$ cat src/rtl/matrix_pkg.sv
// Shared types and constants for the HUB75 colour pipeline: defaults,
// the 8-entry band palette and the row-builder state encoding.
package matrix_pkg;

  localparam int COLS_DEF  = 32;
  localparam int ROW_W_DEF = 5;

  typedef struct packed {
    logic r;
    logic g;
    logic b;
  } rgb3_t;

  // Entries 0..3 colour the upper half, 4..7 the lower half, same band index.
  localparam rgb3_t PALETTE [8] = '{
    3'b100, 3'b001, 3'b010, 3'b110,
    3'b110, 3'b101, 3'b011, 3'b111
  };

  typedef enum logic [1:0] {IDLE, BUILD, COMMIT} state_t;

endpackage

$ cat src/rtl/band_color_lut.sv
// Combinational colour lookup: physical column (and row, for diagonal
// bands) to the upper/lower half colours of that pixel.
module band_color_lut
  import matrix_pkg::*;
#(
  parameter int COLS   = COLS_DEF,
  parameter int COL_W  = 5,
  parameter int ROW_W  = ROW_W_DEF,
  parameter int BAND_W = 10,
  parameter int DIAG   = 0
) (
  input  logic [COL_W-1:0] pc,
  input  logic [ROW_W-1:0] row,
  output rgb3_t            upper,
  output rgb3_t            lower
);

  logic [1:0] band;

  // Only the low two bits of the band count matter: four bands repeat.
  always_comb begin
    band  = 2'(32'(pc) / 32'(BAND_W) + ((DIAG != 0) ? 32'(row) : 32'd0));
    upper = PALETTE[{1'b0, band}];
    lower = PALETTE[{1'b1, band}];
  end

endmodule

$ cat src/rtl/scroll_pattern_gen.sv
// Row builder for the HUB75 scan FSM: serially builds six colour planes for
// a requested row into a shadow buffer, then commits them to the outputs.
module scroll_pattern_gen
  import matrix_pkg::*;
#(
  parameter int COLS       = COLS_DEF,
  parameter int ROW_W      = ROW_W_DEF,
  parameter int BAND_W     = 10,
  parameter int SCROLL_DIV = 2,
  parameter int DIAG       = 0
) (
  input  logic             clk,
  input  logic             reset,
  input  logic             row_req,
  input  logic [ROW_W-1:0] row_addr,
  input  logic             frame_tick,
  input  logic             pause,
  output logic             row_ready,
  output logic             row_valid,
  output logic [ROW_W-1:0] row_addr_out,
  output logic [COLS-1:0]  r1,
  output logic [COLS-1:0]  g1,
  output logic [COLS-1:0]  b1,
  output logic [COLS-1:0]  r2,
  output logic [COLS-1:0]  g2,
  output logic [COLS-1:0]  b2,
  output logic             req_drop
);

  localparam int COL_W = (COLS > 1) ? $clog2(COLS) : 1;
  localparam int DIV_W = (SCROLL_DIV > 1) ? $clog2(SCROLL_DIV) : 1;

  state_t           state_reg, state_next;
  logic [COL_W-1:0] col_reg;
  logic [COL_W-1:0] snap_reg;
  logic [COL_W-1:0] offset_reg;
  logic [DIV_W-1:0] div_reg;
  logic [ROW_W-1:0] row_reg;
  logic [ROW_W-1:0] row_addr_out_reg;
  logic             row_valid_reg;
  logic             req_drop_reg;
  logic [COLS-1:0]  shadow_reg [6];
  logic [COLS-1:0]  plane_reg  [6];
  logic [COL_W:0]   pc_sum;
  logic [COL_W-1:0] pc;
  logic [5:0]       pix;
  rgb3_t            upper, lower;

  always_ff @(posedge clk) begin
    if (reset) state_reg <= IDLE;
    else       state_reg <= state_next;
  end

  always_comb begin
    state_next = state_reg;
    case (state_reg)
      IDLE:    if (row_req) state_next = BUILD;
      BUILD:   if (col_reg == COL_W'(COLS - 1)) state_next = COMMIT;
      COMMIT:  state_next = IDLE;
      default: state_next = IDLE;
    endcase
  end

  // Scroll position runs independently of the builder, which works from a snapshot.
  always_ff @(posedge clk) begin
    if (reset) begin
      offset_reg <= '0;
      div_reg    <= '0;
    end else if (frame_tick && !pause) begin
      if (div_reg == DIV_W'(SCROLL_DIV - 1)) begin
        div_reg    <= '0;
        offset_reg <= (offset_reg == COL_W'(COLS - 1)) ? '0 : offset_reg + 1'b1;
      end else begin
        div_reg <= div_reg + 1'b1;
      end
    end
  end

  always_ff @(posedge clk) begin
    if (reset) begin
      col_reg          <= '0;
      snap_reg         <= '0;
      row_reg          <= '0;
      row_addr_out_reg <= '0;
      row_valid_reg    <= 1'b0;
      req_drop_reg     <= 1'b0;
    end else begin
      row_valid_reg <= 1'b0;
      req_drop_reg  <= row_req && (state_reg != IDLE);
      case (state_reg)
        IDLE: if (row_req) begin
          row_reg  <= row_addr;
          snap_reg <= offset_reg;
          col_reg  <= '0;
        end
        BUILD:  col_reg <= col_reg + 1'b1;
        COMMIT: begin
          row_valid_reg    <= 1'b1;
          row_addr_out_reg <= row_reg;
        end
        default: ;
      endcase
    end
  end

  always_comb begin
    pc_sum = {1'b0, col_reg} + {1'b0, snap_reg};
    pc     = (pc_sum >= (COL_W + 1)'(COLS)) ? COL_W'(pc_sum - (COL_W + 1)'(COLS))
                                            : COL_W'(pc_sum);
  end

  band_color_lut #(
    .COLS   (COLS),
    .COL_W  (COL_W),
    .ROW_W  (ROW_W),
    .BAND_W (BAND_W),
    .DIAG   (DIAG)
  ) u_lut (
    .pc    (pc),
    .row   (row_reg),
    .upper (upper),
    .lower (lower)
  );

  assign pix = {upper.r, upper.g, upper.b, lower.r, lower.g, lower.b};

  // Plane gi holds pix[gi]: 5=r1, 4=g1, 3=b1, 2=r2, 1=g2, 0=b2.
  for (genvar gi = 0; gi < 6; gi++) begin : g_plane
    always_ff @(posedge clk) begin
      if (reset) begin
        shadow_reg[gi] <= '0;
        plane_reg[gi]  <= '0;
      end else if (state_reg == BUILD) begin
        shadow_reg[gi][col_reg] <= pix[gi];
      end else if (state_reg == COMMIT) begin
        plane_reg[gi] <= shadow_reg[gi];
      end
    end
  end

  assign r1           = plane_reg[5];
  assign g1           = plane_reg[4];
  assign b1           = plane_reg[3];
  assign r2           = plane_reg[2];
  assign g2           = plane_reg[1];
  assign b2           = plane_reg[0];
  assign row_ready    = (state_reg == IDLE);
  assign row_valid    = row_valid_reg;
  assign row_addr_out = row_addr_out_reg;
  assign req_drop     = req_drop_reg;

endmodule

$ cat config.mk
export PLATFORM = sky130hd
export DESIGN_NAME = scroll_pattern_gen
export DESIGN_NICKNAME = d
export VERILOG_FILES = /design/src/rtl/matrix_pkg.sv /design/src/rtl/band_color_lut.sv /design/src/rtl/scroll_pattern_gen.sv
export SDC_FILE = /design/constraint.sdc
export NUM_CORES = 1
export LEC_CHECK = 0
export CORE_ASPECT_RATIO = 1.2
export CORE_MARGIN = 2
export CORE_UTILIZATION = 45
export CTS_BUF_LIST = sky130_fd_sc_hd__clkbuf_4 sky130_fd_sc_hd__clkbuf_8 sky130_fd_sc_hd__clkbuf_16
export DETAILED_ROUTE_END_ITERATION = 12
export DONT_BUFFER_PORTS = 1
export GPL_TIMING_DRIVEN = 0
export HOLD_SLACK_MARGIN = 0.08
export SETUP_SLACK_MARGIN = 0.2
export SKIP_CTS_REPAIR_TIMING = 1
export SLEW_MARGIN = 20
export SYNTH_ARGS = -nofsm -noshare
export SYNTH_HDL_FRONTEND = slang
export SYNTH_SLANG_ARGS = --single-unit
export TNS_END_PERCENT = 5
$ cat constraint.sdc
create_clock -name clk -period 8.6 [get_ports clk]
set_input_delay 2.15 -clock clk [delete_from_list [all_inputs] [get_ports clk]]
set_output_delay 2.15 -clock clk [all_outputs]
set_load 0.01 [all_outputs]
* Word-level counts from Yosys, hierarchy flattened
Memories as Yosys holds them, arrays and structs flattened.
Index checks and enable logic that the tools add are counted.
** Storage, ports and cells
- Register bits after elaboration :: 30
- Latch bits :: 0
- RAM bits :: 384
- Bits in read-only memories :: 48
- Output and inout bits :: 200
- Logic and storage cells :: 462
- Memories kept :: 4
** Cells by class
- Add/sub/neg operators :: 5
- Multipliers :: 0
- Div/mod/pow operators :: 1
- Magnitude comparators :: 5
- Eq/ne operators :: 6
- Shift operators :: 0
- Multiplexer cells :: 221
- Bitwise logic cells :: 200
- Reductions and logical operators :: 11
** Memories
- plane_reg :: words 6, bits a word 32, rd ports 6, clocked after Yosys merged registers in 0, wr ports 6, line scroll_pattern_gen.sv:43 : logic [COLS-1:0] plane_reg [6];
- shadow_reg :: words 6, bits a word 32, rd ports 6, clocked after Yosys merged registers in 0, wr ports 6, line scroll_pattern_gen.sv:42 : logic [COLS-1:0] shadow_reg [6];
- (name not given) :: words 8, bits a word 3, rd ports 1, clocked after Yosys merged registers in 0, wr ports 0, line band_color_lut.sv:24 : lower = PALETTE[{1'b1, band}];
- (name not given) :: words 8, bits a word 3, rd ports 1, clocked after Yosys merged registers in 0, wr ports 0, line band_color_lut.sv:23 : upper = PALETTE[{1'b0, band}];
** Operators with widths (number)
- 32-bit 2-to-1 mux :: 7
- 1-bit 2-to-1 mux :: 202
- 1-bit bitwise OR :: 198
- 5-bit by 4-bit divider with 32-bit output, second input constant :: 1
- 5-bit 2-to-1 mux :: 3
- 3-bit 2-to-1 mux :: 4
- 5-bit by 1-bit adder with 5-bit output, second input constant :: 2
- 5-bit == test, second input constant :: 2
- 5-bit one-hot mux with 2 select lines :: 1
- 4-bit >= comparator, second input constant :: 2
- 2-bit AND reduction :: 4
- 5-bit by 5-bit adder with 6-bit output :: 1
- 6-bit >= comparator, second input constant :: 1
- 5-bit by 6-bit < comparator with 1-bit output, second input constant :: 1
- 1-bit demux with 5-bit select :: 1
- 5-bit by 1-bit >= comparator with 1-bit output, second input constant :: 1
- 5-bit by 1-bit subtractor with 5-bit output, second input constant :: 1
- 2-bit 2-to-1 mux :: 2
- 2-bit != test, second input constant :: 2
- 2-bit inverter with 4-bit output :: 1
- 3-bit inverter with 4-bit output :: 1
- 2-bit one-hot mux with 2 select lines :: 1
- 2-bit nonzero test :: 2
- 1-bit logical AND :: 3
- 5 further kinds :: 5

* Longest topological paths before layout
- Word-level depth :: 9
- Depth in mapped cells :: 13

* Modules after synthesis
A second synthesis with hierarchy kept.
** Unflattened totals
- Cell total of the unflattened synthesis :: 1058
- Area, all modules :: 15803.9 sq um
** Modules (own cells, without submodules)
- scroll_pattern_gen :: times used 1, cells an instance 1042, area each 15673.8 sq um, sequential area each 12131.6 sq um
- band_color_lut :: times used 1, cells an instance 16, area each 130.1 sq um, sequential area each 0.0 sq um

* Worst setup path before layout
OpenSTA, ideal clock, no wires.
- Path kind :: input -> register
- Start :: input reset
- End :: memory plane_reg[0][0] (netlist name) (enable)
- Arrival :: 6.207 ns
- Slack :: 1.850 ns
- Cell stages on the path :: 3
- Cell sequence :: clkbuf_1 a21oi_1 inv_1
** RTL lines
- from (decl) :: line scroll_pattern_gen.sv:13 : input logic reset,
- to (decl) :: line scroll_pattern_gen.sv:43

==> impl_metrics.csv <==
group,metric,value,unit
floorplan,core_area,34900,um2
cts,htreeDepth,2,
critical_path,cp.arrival,4.58,ns
timing,tns,0,ns
critical_path,critPathCaptureType,"flip-flop",
logic_synthesis,syn_area,15900,um2
global_route,grt_pass1_vias,8617,
critical_path,r2r_start,"col_reg[0]",
global_route,overflow,0,
place,dp_slack,4.14,ns
logic_synthesis,ys_warn_count,0,
critical_path,cp.required,8.86,ns
critical_path,critical-path-max-stage-delay,0.62,ns
place,dp_hpwl,27300,um
timing,grt_setup_unrepaired,"false",
timing,max-slew-margin-rel,36.4,%
detailed_routing,vias_per_cell,5.38,
final_layout,drive_gt1_share,10.3,%
logic_synthesis,syn_area_per_cell,14.8,um2
timing,fin_crit_sh,50.2,%
logic_synthesis,synthFlopType,"edfxtp_1",
critical_path,cp_common_cell,"ha_1",
power,power,4.16,mW
cts,cts.sinks,414,
power,power.leakage,6.06,nW
logic_synthesis,synthArstFlopShare,0,%
critical_path,critPathMaxFanout,7,
critical_path,path_class,"flip-flop to flip-flop",
final_layout,diodes,0,
logic_synthesis,synth-edff-count,384,
final_layout,layout.nets,1152,
critical_path,path_cells,"ha_1 > fa_1 > xor2_1 > a211oi_1 > nor2_1 > ha_1 > nand2b_1 > o32ai_1 > a21boi_0 > ha_1 > or2_2 > clkbuf_1 > nor2_1",
critical_path,endpoint,"shadow_reg[2][17]",
cts,tritoncts,"yes",
hold_path,hold_path_class,"flip-flop to flip-flop",
final_layout,fin_util,51.2,%
detailed_routing,wirelength,40400,um
timing,worst_pin_slew,0.950,ns
detailed_routing,ant_nets,0,
critical_path,startpoint,"col_reg[0]",
final_layout,final_common_cell,"edfxtp_1",
critical_path,r2r-end,"shadow_reg[2][17]",
place,gp_congestion,0.872,
place,io_buffer_count,0,
cts,cts_made_buffers,41,
cts,clk_pin_slew_worst_paths,0.06,ns
floorplan,ios,210,
detailed_routing,vias,8708,
detailed_routing,first_pass_iters,5,
hold_path,hp-start,"row_reg[3]",
critical_path,rrSetupSlack,4.28,ns
global_route,antenna_found_initial,2,
power,power_density,233,nW/um2
logic_synthesis,synthDistinctLibCells,47,
detailed_routing,post_drt_wl_per_cell,25.0,um
timing,finalCriticalPeriod,4.32,ns
power,worst_ir_drop_vdd,120,uV
critical_path,worstSetupStartpointType,"flip-flop",
timing,slew_viol_final,0,
logic_synthesis,synth_seq_cells,414,
timing,hold_viol,0,
floorplan,die_x,176,um
critical_path,ff2ff_path_depth,13,
cts,ctsRootBufferMaster,"clkbuf_16",
final_layout,area_delta_synth_final,12.0,%
detailed_routing,drc,0,
floorplan,rows,75,
logic_synthesis,syn_nets,1108,
detailed_routing,drtIter0Drc,802,
floorplan,initial_core_util,45.7,%
global_route,grt_pass1_wl,57400,um
floorplan,dieHeight,210,um
timing,skew,0.0147,ns
cts,clock_path_buffers,3,
floorplan,die-area,37000,um2
timing,timing.hold.ws,0.455,ns
global_route,grtUsageTotal,21.7,%
status,run_status,"finished, final reports clean",
logic_synthesis,syn-instance-count,1081,
logic_synthesis,seq_area_frac_synth,76.1,%
final_layout,layout_common_cells,"384 x edfxtp_1, 196 x and2_1, 158 x nor2_1, 61 x clkbuf_1, 41 x clkbuf_16",
timing,setup_ws,4.28,ns
critical_path,crit_path_top_delay_cell,"clkbuf_1",
job,maxCapViolCount,0,
cts,clk_latency,0.54,ns
global_route,grt_max_degree,109,
timing,setup_viol,0,
timing,fmax,232,MHz
-- synthesized netlist by cell type, types with 2 or more instances --
library cell | instances | area share (%)
nand3_1 | 10 | 0.31
a22o_1 | 5 | 0.27
and3_1 | 5 | 0.20
or3b_2 | 2 | 0.11
inv_1 | 10 | 0.24
ha_1 | 16 | 1.3
buf_1 | 5 | 0.12
a211oi_1 | 3 | 0.14
a22oi_1 | 4 | 0.19
nand2b_1 | 12 | 0.47
nand3b_1 | 3 | 0.14
nor3b_1 | 2 | 0.094
buf_8 | 2 | 0.19
edfxtp_1 | 384 | 72
nand2_1 | 36 | 0.85
nor2_1 | 158 | 3.7
or4_1 | 2 | 0.094
a21oi_1 | 19 | 0.60
or2_2 | 7 | 0.27
clkbuf_1 | 61 | 1.4
xnor2_1 | 3 | 0.16
mux2_2 | 2 | 0.14
a21o_1 | 3 | 0.14
mux2i_1 | 3 | 0.19
xor2_1 | 2 | 0.11
nor3_2 | 27 | 1.7
o21bai_1 | 24 | 1.1
dfxtp_1 | 30 | 3.8
o21ai_0 | 2 | 0.063
and2_1 | 196 | 7.7
nor3_1 | 27 | 0.85
-- cells by family (layout without fill, tap and decap cells) --
| logic type | count (synthesis) | in the layout | share of synthesized area, % |
|---|---|---|---|
| AND/OR/NAND/NOR | 493 | 493 | 16.9 |
| flip-flops | 414 | 414 | 76.1 |
| AO/OA/AOI/OAI | 66 | 66 | 2.86 |
| adder cells (fa/ha/maj) | 17 | 17 | 1.38 |
| XOR/XNOR | 5 | 5 | 0.275 |
| multiplexers | 5 | 5 | 0.329 |
| buffers and inverters | 81 | 157 | 2.20 |
-- through the flow --
step	cell area, um2	cells
final	17900	1619
after CTS	17900	1619
after global placement	16500	1543
after global routing	17900	1619
after floorplan	15900	1081
after detailed placement	16600	1544
-- worst min path at each step --
| stage | endpoint | depth (start not counted) |
|---|---|---|
| after floorplan | row_reg[0] | 2 |
| after global placement | row_reg[3] | 2 |
| after detailed placement | row_reg[3] | 2 |
| after CTS | row_reg[3] | 2 |
| after global routing | row_reg[1] | 2 |
| final | row_reg[3] | 2 |
-- worst max-delay path: cells and delay by family (launching register included) --
kind	cells	cell delay, ns
xor+xnor	1	0.18
simple gates	4	0.53
buf+inv	1	0.62
flops	1	0.40
compound gates	3	0.89
fa+ha+maj	4	1.42
-- cell type report --
type                    instances  area (um2)
plain buffers                  71         314
clock buffers                  54        1130
clock inverters                21         165
fillers                      2985       17100
inverters                      10        45.0
multi-input cells             586        3470
flip-flops and latches        414       12100
well taps                     462         578
repair buffers                  1        27.5
-- power breakdown --
group          total (mW)  internal, mW  switching [mW]
combinational      0.0759        0.0132          0.0627
clock                1.74         0.992           0.748
sequential           2.35          2.28          0.0612
-- layer usage --
layer  vias up  GRT usage (%)  share of wire [%]  wire length (um)
met3        92           5.59                8.1              3290
met1      4340           26.6                 38             15400
met2       377           36.6                 50             20000
met5         -              0                  0                 0
li1       3899              -                  -                 -
met4         0           9.35                4.3              1720
Note: power is estimated with default switching activity, not from simulation.
